### src/rtl/trap_seq.sv
// trap_seq: WB-stage trap entry sequencer. It flushes the pipeline, pulses the CSR
// trap write, hands the trap vector to fetch, then masks interrupts for a short settle window.
`default_nettype none

module trap_seq #(
    parameter int PC_SZ      = 32,
    parameter int RSZ        = 32,
    parameter int SETTLE_CYC = 2
) (
    input  logic               clk_in,
    input  logic               reset_n_in,
    input  logic               exception_flag,
    input  logic [3:0]         exception_cause,
    input  logic [PC_SZ-1:0]   exception_pc,
    input  logic [RSZ-1:0]     exception_tval,
    input  logic               interrupt_flag,
    input  logic [3:0]         interrupt_cause,
    input  logic               wb_valid,
    input  logic [PC_SZ-1:0]   wb_pc,
    input  logic [PC_SZ-3:0]   trap_pc,
    input  logic [1:0]         mode,
    input  logic [1:0]         nxt_mode,
    output logic               flush_req,
    input  logic               flush_ack,
    output logic               csr_trap_we,
    output logic [1:0]         csr_trap_mode,
    output logic [1:0]         csr_prev_mode,
    output logic [PC_SZ-1:0]   csr_epc,
    output logic [RSZ-1:0]     csr_cause,
    output logic [RSZ-1:0]     csr_tval,
    output logic               redirect_valid,
    input  logic               redirect_ready,
    output logic [PC_SZ-1:0]   redirect_pc,
    output logic               irq_mask,
    output logic               busy
);

    typedef enum logic [1:0] {
        IDLE     = 2'd0,
        FLUSH    = 2'd1,
        REDIRECT = 2'd2,
        SETTLE   = 2'd3
    } state_t;

    localparam logic [3:0] SETTLE_INIT = 4'(SETTLE_CYC);

    state_t             state;
    logic [3:0]         settle_cnt;
    logic [RSZ-1:0]     cap_cause;
    logic [RSZ-1:0]     cap_tval;
    logic [PC_SZ-1:0]   cap_epc;
    logic [PC_SZ-3:0]   cap_tpc;
    logic [1:0]         cap_nxt_mode;
    logic [1:0]         cap_mode;

    // SETTLE still admits exceptions (they must not be lost) but keeps interrupts out.
    logic take_exc;
    logic take_irq;
    logic accept;

    assign take_exc = exception_flag && ((state == IDLE) || (state == SETTLE));
    assign take_irq = interrupt_flag && wb_valid && (state == IDLE);
    assign accept   = take_exc || take_irq;

    always_ff @(posedge clk_in) begin
        if (!reset_n_in) begin
            state          <= IDLE;
            settle_cnt     <= '0;
            cap_cause      <= '0;
            cap_tval       <= '0;
            cap_epc        <= '0;
            cap_tpc        <= '0;
            cap_nxt_mode   <= '0;
            cap_mode       <= '0;
            flush_req      <= 1'b0;
            csr_trap_we    <= 1'b0;
            csr_trap_mode  <= '0;
            csr_prev_mode  <= '0;
            csr_epc        <= '0;
            csr_cause      <= '0;
            csr_tval       <= '0;
            redirect_valid <= 1'b0;
            redirect_pc    <= '0;
            irq_mask       <= 1'b0;
            busy           <= 1'b0;
        end else begin
            csr_trap_we <= 1'b0;
            if (accept) begin
                state        <= FLUSH;
                settle_cnt   <= '0;
                flush_req    <= 1'b1;
                irq_mask     <= 1'b1;
                busy         <= 1'b1;
                cap_tpc      <= trap_pc;
                cap_nxt_mode <= nxt_mode;
                cap_mode     <= mode;
                if (take_exc) begin
                    cap_cause <= {1'b0, {(RSZ-5){1'b0}}, exception_cause};
                    cap_epc   <= exception_pc;
                    cap_tval  <= exception_tval;
                end else begin
                    cap_cause <= {1'b1, {(RSZ-5){1'b0}}, interrupt_cause};
                    cap_epc   <= wb_pc;
                    cap_tval  <= '0;
                end
            end else begin
                case (state)
                    FLUSH: begin
                        if (flush_ack) begin
                            state          <= REDIRECT;
                            flush_req      <= 1'b0;
                            csr_trap_we    <= 1'b1;
                            csr_trap_mode  <= cap_nxt_mode;
                            csr_prev_mode  <= cap_mode;
                            csr_epc        <= cap_epc;
                            csr_cause      <= cap_cause;
                            csr_tval       <= cap_tval;
                            redirect_valid <= 1'b1;
                            redirect_pc    <= {cap_tpc, 2'b00};
                        end
                    end
                    REDIRECT: begin
                        if (redirect_ready) begin
                            redirect_valid <= 1'b0;
                            settle_cnt     <= SETTLE_INIT;
                            state          <= SETTLE;
                        end
                    end
                    SETTLE: begin
                        settle_cnt <= settle_cnt - 4'd1;
                        if (settle_cnt <= 4'd1) begin
                            state    <= IDLE;
                            irq_mask <= 1'b0;
                            busy     <= 1'b0;
                        end
                    end
                    default: ;
                endcase
            end
        end
    end

endmodule

`default_nettype wire
### config.mk
export PLATFORM = sky130hd
export DESIGN_NAME = trap_seq
export DESIGN_NICKNAME = d
export VERILOG_FILES = /design/src/rtl/trap_seq.sv
export SDC_FILE = /design/constraint.sdc
export NUM_CORES = 1
export LEC_CHECK = 0
export BUFFER_PORTS_ARGS = -buffer_cell sky130_fd_sc_hd__buf_2
export CORE_MARGIN = 2
export CORE_UTILIZATION = 45
export CTS_BUF_LIST = sky130_fd_sc_hd__clkbuf_16
export DETAILED_ROUTE_END_ITERATION = 16
export GPL_TIMING_DRIVEN = 0
export PLACE_DENSITY = 0.72
export SYNTH_ARGS = -nofsm -noshare
export SYNTH_HDL_FRONTEND = slang
export SYNTH_SLANG_ARGS = --single-unit
### constraint.sdc
create_clock -name clk_in -period 1.94 [get_ports clk_in]
set_input_delay 0.194 -clock clk_in [delete_from_list [all_inputs] [get_ports clk_in]]
set_output_delay 0.194 -clock clk_in [all_outputs]
set_load 0.01 [all_outputs]
After elaboration in Yosys (flattened, before gate mapping)
Index checks and enable logic that the tools add are counted.
{"block": "word_totals", "word_cells": 76, "reg_bits": 270, "output_inout_bits": 137, "inputBits": 145}
{"block": "op_classes", "n_addsub": 1, "n_reduce_logical": 23, "bitwise": 3, "n_lt_le_gt_ge": 1, "n_eq_ne": 9, "mux": 20}
{"cell": "32-bit two-way mux", "n": 3}
{"cell": "4-bit AND reduction", "n": 3}
{"cell": "2-bit nonzero test", "n": 6}
{"cell": "1-bit two-way mux", "n": 10}
{"cell": "4-bit case mux with 2 select lines", "n": 1}
{"cell": "2-bit two-way mux", "n": 3}
{"cell": "3-bit inequality test, second input constant", "n": 2}
{"cell": "2-bit case mux with 3 select lines", "n": 1}
{"cell": "2-bit AND reduction", "n": 3}
{"cell": "2-bit equality test, second input constant", "n": 2}
{"cell": "4-bit by 1-bit <= comparator with 1-bit output, second input constant", "n": 1}
{"cell": "4-bit two-way mux", "n": 1}
{"cell": "2-bit inequality test, second input constant", "n": 2}
{"cell": "4-bit nonzero test", "n": 1}
{"cell": "4-bit by 1-bit subtractor with 4-bit output, second input constant", "n": 1}
{"cell": "1-bit logical AND", "n": 3}
{"cell": "3-bit by 2-bit inequality test with 1-bit output, second input constant", "n": 1}
{"cell": "1-bit NOT", "n": 3}
{"cell": "3-bit AND reduction", "n": 1}
{"cell": "3-bit nonzero test", "n": 1}
{"cell": "3-bit OR reduction", "n": 1}
{"cell": "2-bit by 1-bit equality test with 1-bit output, second input constant", "n": 1}
{"cell": "2-bit logical NOT", "n": 1}
{"cell": "1-bit logical OR", "n": 2}
{"cell": "3 further kinds", "n": 3}

Longest topological paths before layout
Gate-level depths: netlist of the first run.
{"block": "logic_depth", "depth_word": 6, "mapped_depth": 10, "ltp_nobuf": 6}

Least setup slack after synthesis of the first run
OpenSTA, ideal clock, no wires.
{"block": "synth_path", "path_type": "register to register", "start": "reg state[0]", "end": "reg csr_cause[0]", "path_buffers": 4, "period_less_slack_ns": 1.908, "setup_slack_ns": 0.032, "path_stages_with_launch": 11, "required_time_ns": 1.808, "arrival_ns": 1.776, "setup_ns": 0.132, "cell_sequence": "dfxtp_1 -> inv_1 -> ha_1 -> and3_1 -> buf_2 -> or3_1 -> buf_2 -> buf_6 -> buf_6 -> nand2_1 -> a21oi_1"}
{"block": "synth_between", "elab_chain_len": 6, "elab_cells_between_ends": 9, "classes_between": "2 x eq/ne; 1 x bitwise; 6 x reduce/logical"}
{"element": "start, declared", "line": "47", "text": "state_t state;"}
{"element": "start signal, assigned", "line": "67", "text": "state <= IDLE;"}
{"element": "start signal, assigned", "line": "89", "text": "state <= FLUSH;"}
{"element": "start signal, assigned", "line": "110", "text": "state <= REDIRECT;"}
{"element": "2-bit equality test / 2-bit logical NOT (equally long branches)", "line": "61, 62"}
{"element": "1-bit logical OR", "line": "61", "text": "assign take_exc = exception_flag && ((state == IDLE) || (state == SETTLE));"}
{"element": "1-bit logical AND", "line": "61"}
{"element": "1-bit logical OR", "line": "63", "text": "assign accept = take_exc || take_irq;"}
{"element": "1-bit NOT (no line)"}
{"element": "3-bit AND reduction (no line) *"}
{"element": "end signal, assigned", "line": "116", "text": "csr_cause <= cap_cause;"}
{"element": "end, declared", "line": "29", "text": "output logic [RSZ-1:0] csr_cause,"}
Mark *: on every way between the ends. The rest lies on a longest branch, timed or not.
A chain may end at the register's enable or synchronous reset.

Final worst setup path of the first run
{"block": "layout_path", "start": "reg state[0]", "end": "reg redirect_pc[24]"}
{"block": "layout_between", "elab_chain_len": 6, "elab_cells_between_ends": 9, "classes_between": "2 x eq/ne; 1 x bitwise; 6 x reduce/logical"}
{"element": "2-bit equality test / 2-bit logical NOT (equally long branches)", "line": "61, 62"}
{"element": "1-bit logical OR", "line": "61"}
{"element": "1-bit logical AND", "line": "61"}
{"element": "1-bit logical OR", "line": "63"}
{"element": "1-bit NOT (no line)"}
{"element": "3-bit AND reduction (no line) *"}
{"element": "end signal, assigned", "line": "119", "text": "redirect_pc <= {cap_tpc, 2'b00};"}
{"element": "end, declared", "line": "33", "text": "output logic [PC_SZ-1:0] redirect_pc,"}
Marked as above.

==> PnR_summary.wiki, run 1 <==
{| class="wikitable"
! Metric !! Value
|-
| Result of the run || finished, final reports clean
|-
| Power density relative to cell area || 992 mW/mm²
|-
| Horiz. Die Dim || 137 µm
|-
| Number of DRC violations after detailed routing || 0
|-
| Nets || between 1500 and 2000
|-
| Area of combinational cells with multiple inputs || approximately 0.0033 mm²
|-
| Internal power of the cells || 8.37 mW
|-
| Mapped Cells || roughly 970
|-
| Post-detailed-routing wire length || between 20000 and 30000 µm
|-
| Vert. Die Dim || ~140 µm
|-
| Share of the clock period used by the worst path after layout || 0.976
|-
| Leakage power summed over all cells || 5.31 nW
|-
| CTS tree || built
|-
| Maximum buffer depth of the clock tree || 3
|-
| Number of warnings printed during yosys synthesis || 0
|-
| Worst-path clk slew || 60 ps
|-
| Final worst path period need || 1890 ps
|-
| Cell area after technology mapping || about 0.0080 mm²
|-
| DR vias || a little over 8000
|-
| First-pass GRT wire length || 39700 µm
|-
| Share of total power consumed by net switching || 0.291
|-
| Number of unique standard cell types used by synthesis || 31
|-
| Number of register bits inferred by synthesis || 216
|-
| Data required time at the worst endpoint || 2280 ps
|-
| Initial Utilization || 0.461
|-
| Peak supply drop || 0.589 mV
|-
| Predominant post-synthesis flop cell || dfxtp_1
|-
| Die ar. || 0.0189 mm²
|-
| Maximum clock rate || 528 MHz
|-
| Number of core rows || between 40 and 50
|-
| Sequential cell area fraction in the yosys report || 0.540
|-
| Post-synth top area cell || dfxtp_1
|-
| Final routed wire length divided by cell count || between 15 and 20 µm
|-
| Mean area per synthesized cell || 8.23 µm²
|-
| Area fraction in compound gates after synthesis || 0.174
|-
| Detailed-router iteration count before antenna repair || 5
|-
| Post-synthesis to final-layout area growth || 48.7%
|-
| Number of antenna violations at the first check in global routing || 1
|-
| DP HPWL || roughly 16000 µm
|-
| Maximum clock skew at final layout || 12.2 ps
|-
| Worst setup endpoint || redirect_pc[24]
|-
| Commonest cells after routing, fill and taps aside || 352 x nand2_1, 266 x buf_2, 214 x dfxtp_1, 142 x a21oi_1, 139 x dlygate4sd3_1
|-
| Proportion of synthesized area in mux cells || 0
|-
| EDFF count, synth || 0
|-
| Most common library cell in the layout ignoring fill and taps || nand2_1
|-
| Comb pwr share || 0.217
|-
| Maximum level of the CTS H-tree || 1
|-
| Critical path endpoint category || flop
|-
| Reg-to-reg endpoint || redirect_pc[24]
|-
| Post-Route Utilization || 0.685
|-
| Post-Place Cells || 1477
|-
| Top cells by area in the synthesized netlist || dfxtp_1 54%, nand2_1 17%, a21oi_1 8.9%
|-
| Classification of the worst-slack hold path || input pin to flop
|-
| CP startpoint || state[0]
|-
| GRT Resource Usage Total || 0.264
|-
| Startpoint-to-endpoint class of the critical path || flop to flop
|-
| Via density per instance || between 4 and 5
|-
| Vias in the first global route || 8058
|-
| Cell Count, Final, Fillers Out || 1658
|-
| Slew @ Worst Pin || approximately 610 ps
|-
| Clock network fraction of design power || 0.347
|-
| Ports placed on the boundary || about 280
|-
| Maximum fanout count along the critical path || 10
|-
| Post-synthesis share of cell area spent on full adders, half adders and majority gates || 0.00938
|-
| Area fraction in and, or, nand and nor cells after synthesis || 0.202
|-
| Max-capacitance violation count || 0
|-
| Fill cell total of the finished layout || between 1000 and 1500
|-
| Post-synth ARST share || 0
|-
| TNS Setup || 0 ps
|-
| Register-to-register path setup slack || 50 ps
|-
| # port buffers || 252
|-
| Placement Cell Area || 0.00965 mm²
|-
| Post-detailed-route count of antenna-violating nets || 0
|-
| Worst r2r path cells || 9
|-
| XOR/XNOR share of the synthesized area || 0
|-
| Share of total power in sequential cells || 0.437
|-
| Finished Cell Area || between 0.01 and 0.015 mm²
|-
| Starting DRT DRC Count || 336
|-
| Pin count of the biggest net entering global routing || 14
|-
| Launching element type of the critical path || flop
|-
| Dominant combinational cell family by area after synthesis || simple AND/OR/NAND/NOR gates
|-
| Number of clock buffers inserted by TritonCTS || 22
|-
| RR Startpoint || state[0]
|-
| Final Hold Vio Count || 0
|-
| Final-report setup violation count || 0
|-
| Count of final max-slew check failures || 0
|-
| Root buffer cell || clkbuf_16
|-
| Share of cells above drive strength 1 || 0.264
|-
| Sequential cell area || 0.00433 mm²
|-
| Worst path arrival time || 2230 ps
|-
| GPL Wtd Cong || ~0.85
|-
| Core region area || 0.0174 mm²
|-
| Switching component of the power || 3.43 mW
|-
| Rel. slew slack || 0.594
|-
| Share of the synthesized area in the top cell type || 0.540
|-
| Insertion delay to the later sink of the worst-skew pair || 500 ps
|-
| Sink Count || around 220
|-
| Residual overflow from global routing || 0
|}
==> worst max-delay path, cell delays in order, from the launching register on <==
cell and delay, ps:
dfxtp_2 320, inv_1 80, ha_4 190, and3_4 190, or3_4 370, buf_6 140
buf_8 150, buf_6 140, nand2_1 70, a21oi_1 80
==> flip-flops by register name (all words and copies together) (netlist names), 2 cells and up <==
signal         flops
cap_cause          5
csr_cause          5
cap_tpc           30
csr_epc           32
state              2
cap_epc           32
csr_tval          32
cap_tval          32
csr_prev_mode      2
cap_mode           2
redirect_pc       30
settle_cnt         4
cap_nxt_mode       2
csr_trap_mode      2
==> timing repair <==
item / in CTS / in global routing
setup buffers: 3 / 0
endpoints found under the hold margin: 103 / 0
gates resized for setup: 32 / 46
setup endpoints to repair: 208 / 206
hold buffers: 139 / 0
pin swaps: 0 / 2
==> synth_stat cells, types with 4 or more instances <==
master    count
a21oi_1     142
a22o_1       32
a311oi_1     36
buf_1         9
buf_2        15
buf_4        30
buf_6         7
clkbuf_1     40
dfxtp_1     216
ha_1          6
inv_1         7
nand2_1     353
nand2b_1      4
nor2_1       45
o21ai_0       5
or3_1         4
==> kinds of logic (layout without fill, tap and decap cells) <==
kind of cell / after synthesis / in the layout
compound gates: 222 / 222
fa+ha+maj: 6 / 6
buf+inv: 109 / 541
flops: 216 / 216
other cells: 1 / 30
simple gates: 418 / 418
==> final cells by class <==
cell class / count / area share
Clock buffer: 23 / 0.0484
Clock inverter: 16 / 0.00978
Tap cell: 225 / 0.0237
Buffer: 100 / 0.0535
Antenna cell: 1 / 0.000210
Sequential cell: 216 / 0.364
Multi-Input combinational cell: 675 / 0.273
Inverter: 8 / 0.00252
Timing Repair Buffer: 394 / 0.225
==> through the flow <==
stage | power [mW] | hold slack (ps) | setup slack [ps]
6_report | 11.8 | 97.2 | 46.3
5_1_grt | 12.4 | 112 | -23.9
4_1_cts | 11.7 | 94.1 | -70.0
3_5_place_dp | 7.34 | 410 | -493
3_3_place_gp | 7.31 | 406 | -485
2_1_floorplan | 6.60 | 320 | 31.6
==> worst min-delay path by stage <==
stage / startpoint / depth (start not counted) / endpoint / slack, ps
global route: flush_ack / 3 / redirect_valid / 110
CTS: flush_ack / 4 / flush_req / 90
detailed placement: exception_tval[1] / 2 / cap_tval[1] / 410
global placement: exception_tval[31] / 2 / cap_tval[31] / 410
finish: flush_ack / 3 / redirect_valid / 100
floorplan: exception_tval[0] / 1 / cap_tval[0] / 320
==> routing by layer <==
metal  part of all wire  track usage
met1               0.41        0.319
met2               0.49        0.461
met3              0.066       0.0482
met4              0.035        0.108
met5                  0            0
==> power by group through the flow <==
stage,sequential [mW],combinational (mW),clock [mW]
2_1_floorplan,5.22,1.38,0
3_3_place_gp,5.23,2.08,0
3_5_place_dp,5.24,2.10,0
4_1_cts,5.14,2.42,4.14
5_1_grt,5.20,2.83,4.34
6_report,5.16,2.56,4.09
Note: power is estimated with default switching activity, not from simulation.
==> inputs of run 2 (changes only) <==
- REMOVE_ABC_BUFFERS: not set -> 1
==> PnR_summary.wiki, run 2 (synthesis results as in run 1) <==
{| class="wikitable"
! Metric !! Value
|-
| Result of the run || finished, final reports clean
|-
| Power density relative to cell area || 1020 mW/mm²
|-
| Critical path endpoint category || flop
|-
| Comb pwr share || 0.232
|-
| Final Hold Vio Count || 0
|-
| Most common library cell in the layout ignoring fill and taps || nand2_1
|-
| Detailed-router iteration count before antenna repair || 5
|-
| Share of cells above drive strength 1 || 0.245
|-
| Initial Utilization || 0.461
|-
| Maximum buffer depth of the clock tree || 3
|-
| Worst hold slack || approximately 18 ps
|-
| Highest-utilization routing layer at the global route stage || met2
|-
| RSZ-0062 raised after global routing || true
|-
| Starting DRT DRC Count || just under 400
|-
| Peak supply drop || 0.799 mV
|-
| # port buffers || 252
|-
| Worst-path clk slew || about 60 ps
|-
| Pin count of the biggest net entering global routing || 96
|-
| Final worst path period need || 1890 ps
|-
| Internal power of the cells || 8.52 mW
|-
| Classification of the worst-slack hold path || input pin to flop
|-
| Vias in the first global route || 7519
|-
| Worst path arrival time || 2290 ps
|-
| Number of core rows || 48
|-
| Post-detailed-routing wire length || about 26000 µm
|-
| Number of clock buffers inserted by TritonCTS || 23
|-
| Final routed wire length divided by cell count || 16.2 µm
|-
| Share of total power consumed by net switching || 0.294
|-
| Data required time at the worst endpoint || 2350 ps
|-
| Final-report setup violation count || 0
|-
| Finished Cell Area || 0.0119 mm²
|-
| Launching element type of the critical path || flop
|-
| Vert. Die Dim || 137 µm
|-
| Core region area || 0.0174 mm²
|-
| First-pass GRT wire length || 38100 µm
|-
| Post-Place Cells || 1386
|-
| DP HPWL || between 10000 and 15000 µm
|-
| Maximum clock rate || about 530 MHz
|-
| Startpoint-to-endpoint class of the critical path || flop to flop
|-
| Cell Count, Final, Fillers Out || 1591
|-
| Maximum fanout count along the critical path || 20
|-
| Grt met2 use || 0.432
|-
| Met3 global-route usage || 0.0541
|-
| Post-synthesis to final-layout area growth || 48.2%
|-
| Placement Cell Area || roughly 0.0094 mm²
|-
| Ports placed on the boundary || 282
|-
| Number of antenna violations at the first check in global routing || 1
|-
| GRT Resource Usage Total || 0.254
|-
| Nets || 1500
|-
| Maximum clock skew at final layout || 24.0 ps
|-
| Horiz. Die Dim || 137 µm
|-
| CTS tree || built
|-
| Count of final max-slew check failures || 0
|-
| Residual overflow from global routing || 0
|-
| Leakage power summed over all cells || around 5.2 nW
|-
| Rel. slew slack || 0.565
|-
| Insertion delay to the later sink of the worst-skew pair || 510 ps
|-
| Share of total power in sequential cells || 0.426
|-
| TNS Setup || 0 ps
|-
| Maximum level of the CTS H-tree || 1
|-
| Die ar. || about 0.019 mm²
|-
| Max-capacitance violation count || 0
|-
| Post-detailed-route count of antenna-violating nets || 0
|-
| Number of DRC violations after detailed routing || 0
|-
| GPL Wtd Cong || 0.806
|-
| Met1 usage in global routing || 0.320
|-
| Via density per instance || 5.07
|-
| Clock network fraction of design power || 0.342
|-
| Slew @ Worst Pin || roughly 650 ps
|-
| Switching component of the power || between 3 and 4 mW
|-
| Post-Route Utilization || 0.684
|-
| Root buffer cell || clkbuf_16
|-
| DR vias || 8066
|-
| Sink Count || 216
|-
| Share of the clock period used by the worst path after layout || 0.973
|-
| Commonest cells after routing, fill and taps aside || 350 x nand2_1, 252 x buf_2, 214 x dfxtp_1, 142 x a21oi_1, 138 x dlygate4sd3_1
|}
==> run 2: cell types whose count changed in the layout (fill, tap and decap cells not counted), sizes merged <==
cell	delta
buf	-35
clkbuf	-40
clkinv	+2
dlygate4sd3	-1
nand2	+1
nand2b	+2
nor2	+2
or3	+2
==> run 2: metrics by stage <==
step	power [mW]	setup WS (ps)
CTS	12.0	4.03
detailed placement	7.28	-979
global placement	7.17	-5390
finish	12.1	51.7
global route	12.6	-5.43
floorplan	6.46	-2510
==> run 2: power by group through the flow <==
| stage | combinational (mW) | clock, mW | sequential, mW |
|---|---|---|---|
| finish | 2.80 | 4.12 | 5.15 |
| detailed placement | 2.05 | 0 | 5.22 |
| global placement | 1.96 | 0 | 5.21 |
| global route | 3.03 | 4.40 | 5.19 |
| CTS | 2.68 | 4.21 | 5.13 |
| floorplan | 1.24 | 0 | 5.22 |
==> run 2: worst paths after layout <==
kind | endpoint | slack, ps | startpoint | cells after the start
worst max register to register | cap_epc[1] | 50 | state[1] | 5
worst min-delay path | cap_epc[31] | 20 | wb_pc[31] | 3
worst max-delay path | cap_epc[1] | 50 | state[1] | 5
worst min register to register | csr_epc[0] | 440 | cap_epc[0] | 2
==> run 2: timing repair <==
action / in CTS / in global routing
buffers inserted: 14 / 1
setup endpoints to repair: 216 / 125
gates cloned: 8 / 2
hold buffers: 138 / 0
hold endpoints to repair: 103 / 0
gates resized for setup: 13 / 8
pin swaps: 6 / 1
==> run 2: final cells by class <==
cell class | count | area [µm²]
Clock inverter | 18 | 130
Antenna cell | 1 | 2.50
Tap cell | 225 | 282
Fill cell | 1298 | 5490
Clock buffer | 23 | 576
Inverter | 8 | 35.0
Sequential cell | 216 | 4330
Multi-Input combinational cell | 682 | 3360
Timing Repair Buffer | 418 | 3150
==> run 2: worst max-delay path, cell delays in order (launching register included) <==
cell and delay [ps]:
dfxtp_2 360, inv_1 90, ha_4 320, nand2b_2 490, nand2_1 190, a311oi_2 320
==> run 2: layer usage <==
layer	vias up	wire, µm
met1	3708	10500
met5	-	0
met3	54	2170
met2	366	12500
li1	3938	-
met4	0	583
==> inputs of run 3 (changes only) <==
- CTS_BUF_LIST: sky130_fd_sc_hd__clkbuf_16 -> not set
- PLACE_DENSITY: 0.72 -> not set
- PLACE_DENSITY_LB_ADDON: not set -> 0.05
==> PnR_summary.wiki, run 3 (synthesis results as in run 1) <==
{| class="wikitable"
! Metric !! Value
|-
| Result of the run || finished, final reports clean
|-
| Maximum clock rate || 540 MHz
|-
| Leakage power summed over all cells || 5.11 nW
|-
| Post-Place Cells || 1385
|-
| Starting DRT DRC Count || 344
|-
| Post-detailed-routing wire length || 23900 µm
|-
| Post-Route Utilization || 0.680
|-
| Final routed wire length divided by cell count || approximately 15 µm
|-
| Number of core rows || 48
|-
| Final worst path period need || 1850 ps
|-
| Max-capacitance violation count || 0
|-
| Power density relative to cell area || a little over 1000 mW/mm²
|-
| Final Hold Vio Count || 0
|-
| Maximum buffer depth of the clock tree || 3
|-
| Commonest cells after routing, fill and taps aside || 351 x nand2_1, 252 x buf_2, 214 x dfxtp_1, 142 x a21oi_1, 139 x dlygate4sd3_1
|-
| Nets || 1498
|-
| Fill cell total of the finished layout || 1466
|-
| Slew @ Worst Pin || roughly 600 ps
|-
| Finished Cell Area || roughly 0.012 mm²
|-
| Post-detailed-route count of antenna-violating nets || 0
|-
| Placement Cell Area || 0.00934 mm²
|-
| Cell Count, Final, Fillers Out || 1590
|-
| Number of DRC violations after detailed routing || 0
|-
| DR vias || 7831
|-
| Worst path arrival time || 2220 ps
|-
| # port buffers || 252
|-
| Count of final max-slew check failures || 0
|-
| Horiz. Die Dim || 137 µm
|-
| Launching element type of the critical path || flop
|-
| Maximum level of the CTS H-tree || 1
|-
| Via density per instance || 4.93
|-
| Ports placed on the boundary || 282
|-
| GPL Wtd Cong || 0.801
|-
| Final-report setup violation count || 0
|-
| Rel. slew slack || 0.598
|-
| Maximum clock skew at final layout || 12.4 ps
|-
| Peak supply drop || 0.834 mV
|-
| Post-synthesis to final-layout area growth || 47.6%
|-
| Root buffer cell || clkbuf_16
|-
| Core region area || 0.0174 mm²
|-
| Critical path endpoint category || flop
|-
| Most common library cell in the layout ignoring fill and taps || nand2_1
|-
| Vert. Die Dim || 137 µm
|-
| Number of clock buffers inserted by TritonCTS || 23
|-
| Pin count of the biggest net entering global routing || ~110
|-
| Vias in the first global route || 7312
|-
| TNS Setup || 0 ps
|-
| Sequential cell area || 0.00433 mm²
|-
| Startpoint-to-endpoint class of the critical path || flop to flop
|-
| Initial Utilization || 0.461
|-
| Data required time at the worst endpoint || 2310 ps
|-
| Die ar. || 0.0189 mm²
|-
| Residual overflow from global routing || 0
|-
| Maximum fanout count along the critical path || 62
|-
| Sink Count || 216
|-
| Worst-path clk slew || 60 ps
|-
| Area of combinational cells with multiple inputs || 0.00337 mm²
|-
| GRT Resource Usage Total || 0.243
|-
| Classification of the worst-slack hold path || input pin to flop
|-
| Detailed-router iteration count before antenna repair || 5
|-
| Share of cells above drive strength 1 || 0.247
|-
| First-pass GRT wire length || ~37000 µm
|-
| Number of antenna violations at the first check in global routing || 1
|-
| Insertion delay to the later sink of the worst-skew pair || 510 ps
|-
| CTS tree || built
|-
| DP HPWL || 12700 µm
|-
| Share of the clock period used by the worst path after layout || 0.955
|}
## run 3: worst paths after layout
kind | startpoint | endpoint | slack [ps] | cells after the start
worst max-delay path | state[1] | redirect_pc[27] | 90 | 7
worst min-delay path | flush_ack | redirect_valid | 60 | 3
worst max register to register | state[1] | redirect_pc[27] | 90 | 7
worst min register to register | cap_epc[27] | csr_epc[27] | 440 | 2
## run 3: stage by stage
step / worst slack (ps) / total power, mW / hold WS (ps)
5_1_grt: -1.89 / 12.8 / 160
6_report: 87.3 / 12.2 / 58.8
2_1_floorplan: -2510 / 6.46 / 320
4_1_cts: 1.26 / 12.3 / 35.4
3_5_place_dp: -1010 / 7.25 / 409
3_3_place_gp: -5550 / 7.19 / 405
## run 3: worst max-delay path, cell delays in order, from the launching register on
cell     delay, ps
dfxtp_2        340
inv_1          110
ha_1           220
nand2_2        150
or3_4          440
buf_16         200
nand2_1        120
a21oi_1         70
## run 3: layout make-up
| type | instances | area share |
|---|---|---|
| inverter | 8 | 0.00297 |
| timing repair buffer | 415 | 0.256 |
| tap | 225 | 0.0238 |
| clock buffer | 31 | 0.0538 |
| multi-input combinational | 683 | 0.285 |
| clock inverter | 11 | 0.0113 |
| antenna | 1 | 0.000212 |
| sequential | 216 | 0.366 |
## run 3: layer usage
metal / wire length, µm / global-route usage / share of wire / vias to the layer above
met5: 0 / 0 / 0 / -
met4: 438 / 0.0641 / 0.018 / 0
met3: 1750 / 0.0548 / 0.073 / 34
met2: 11200 / 0.406 / 0.47 / 245
met1: 10600 / 0.317 / 0.44 / 3615
li1: - / - / - / 3937
## run 3: timing repair
action / CTS / global route
setup endpoints to repair: 216 / 154
hold buffers: 139 / 0
hold endpoints to repair: 103 / 0
pin swaps: 7 / 2
gates resized for setup: 11 / 6
cloned: 8 / 1
setup buffers: 12 / 2
## run 3: power breakdown
| group | leakage, nW | total, mW | switching, mW | internal [mW] |
|---|---|---|---|---|
| Combinational | 2.96 | 2.66 | 1.53 | 1.12 |
| Clock | 0.385 | 4.46 | 1.76 | 2.70 |
| Sequential | 1.76 | 5.13 | 0.224 | 4.91 |
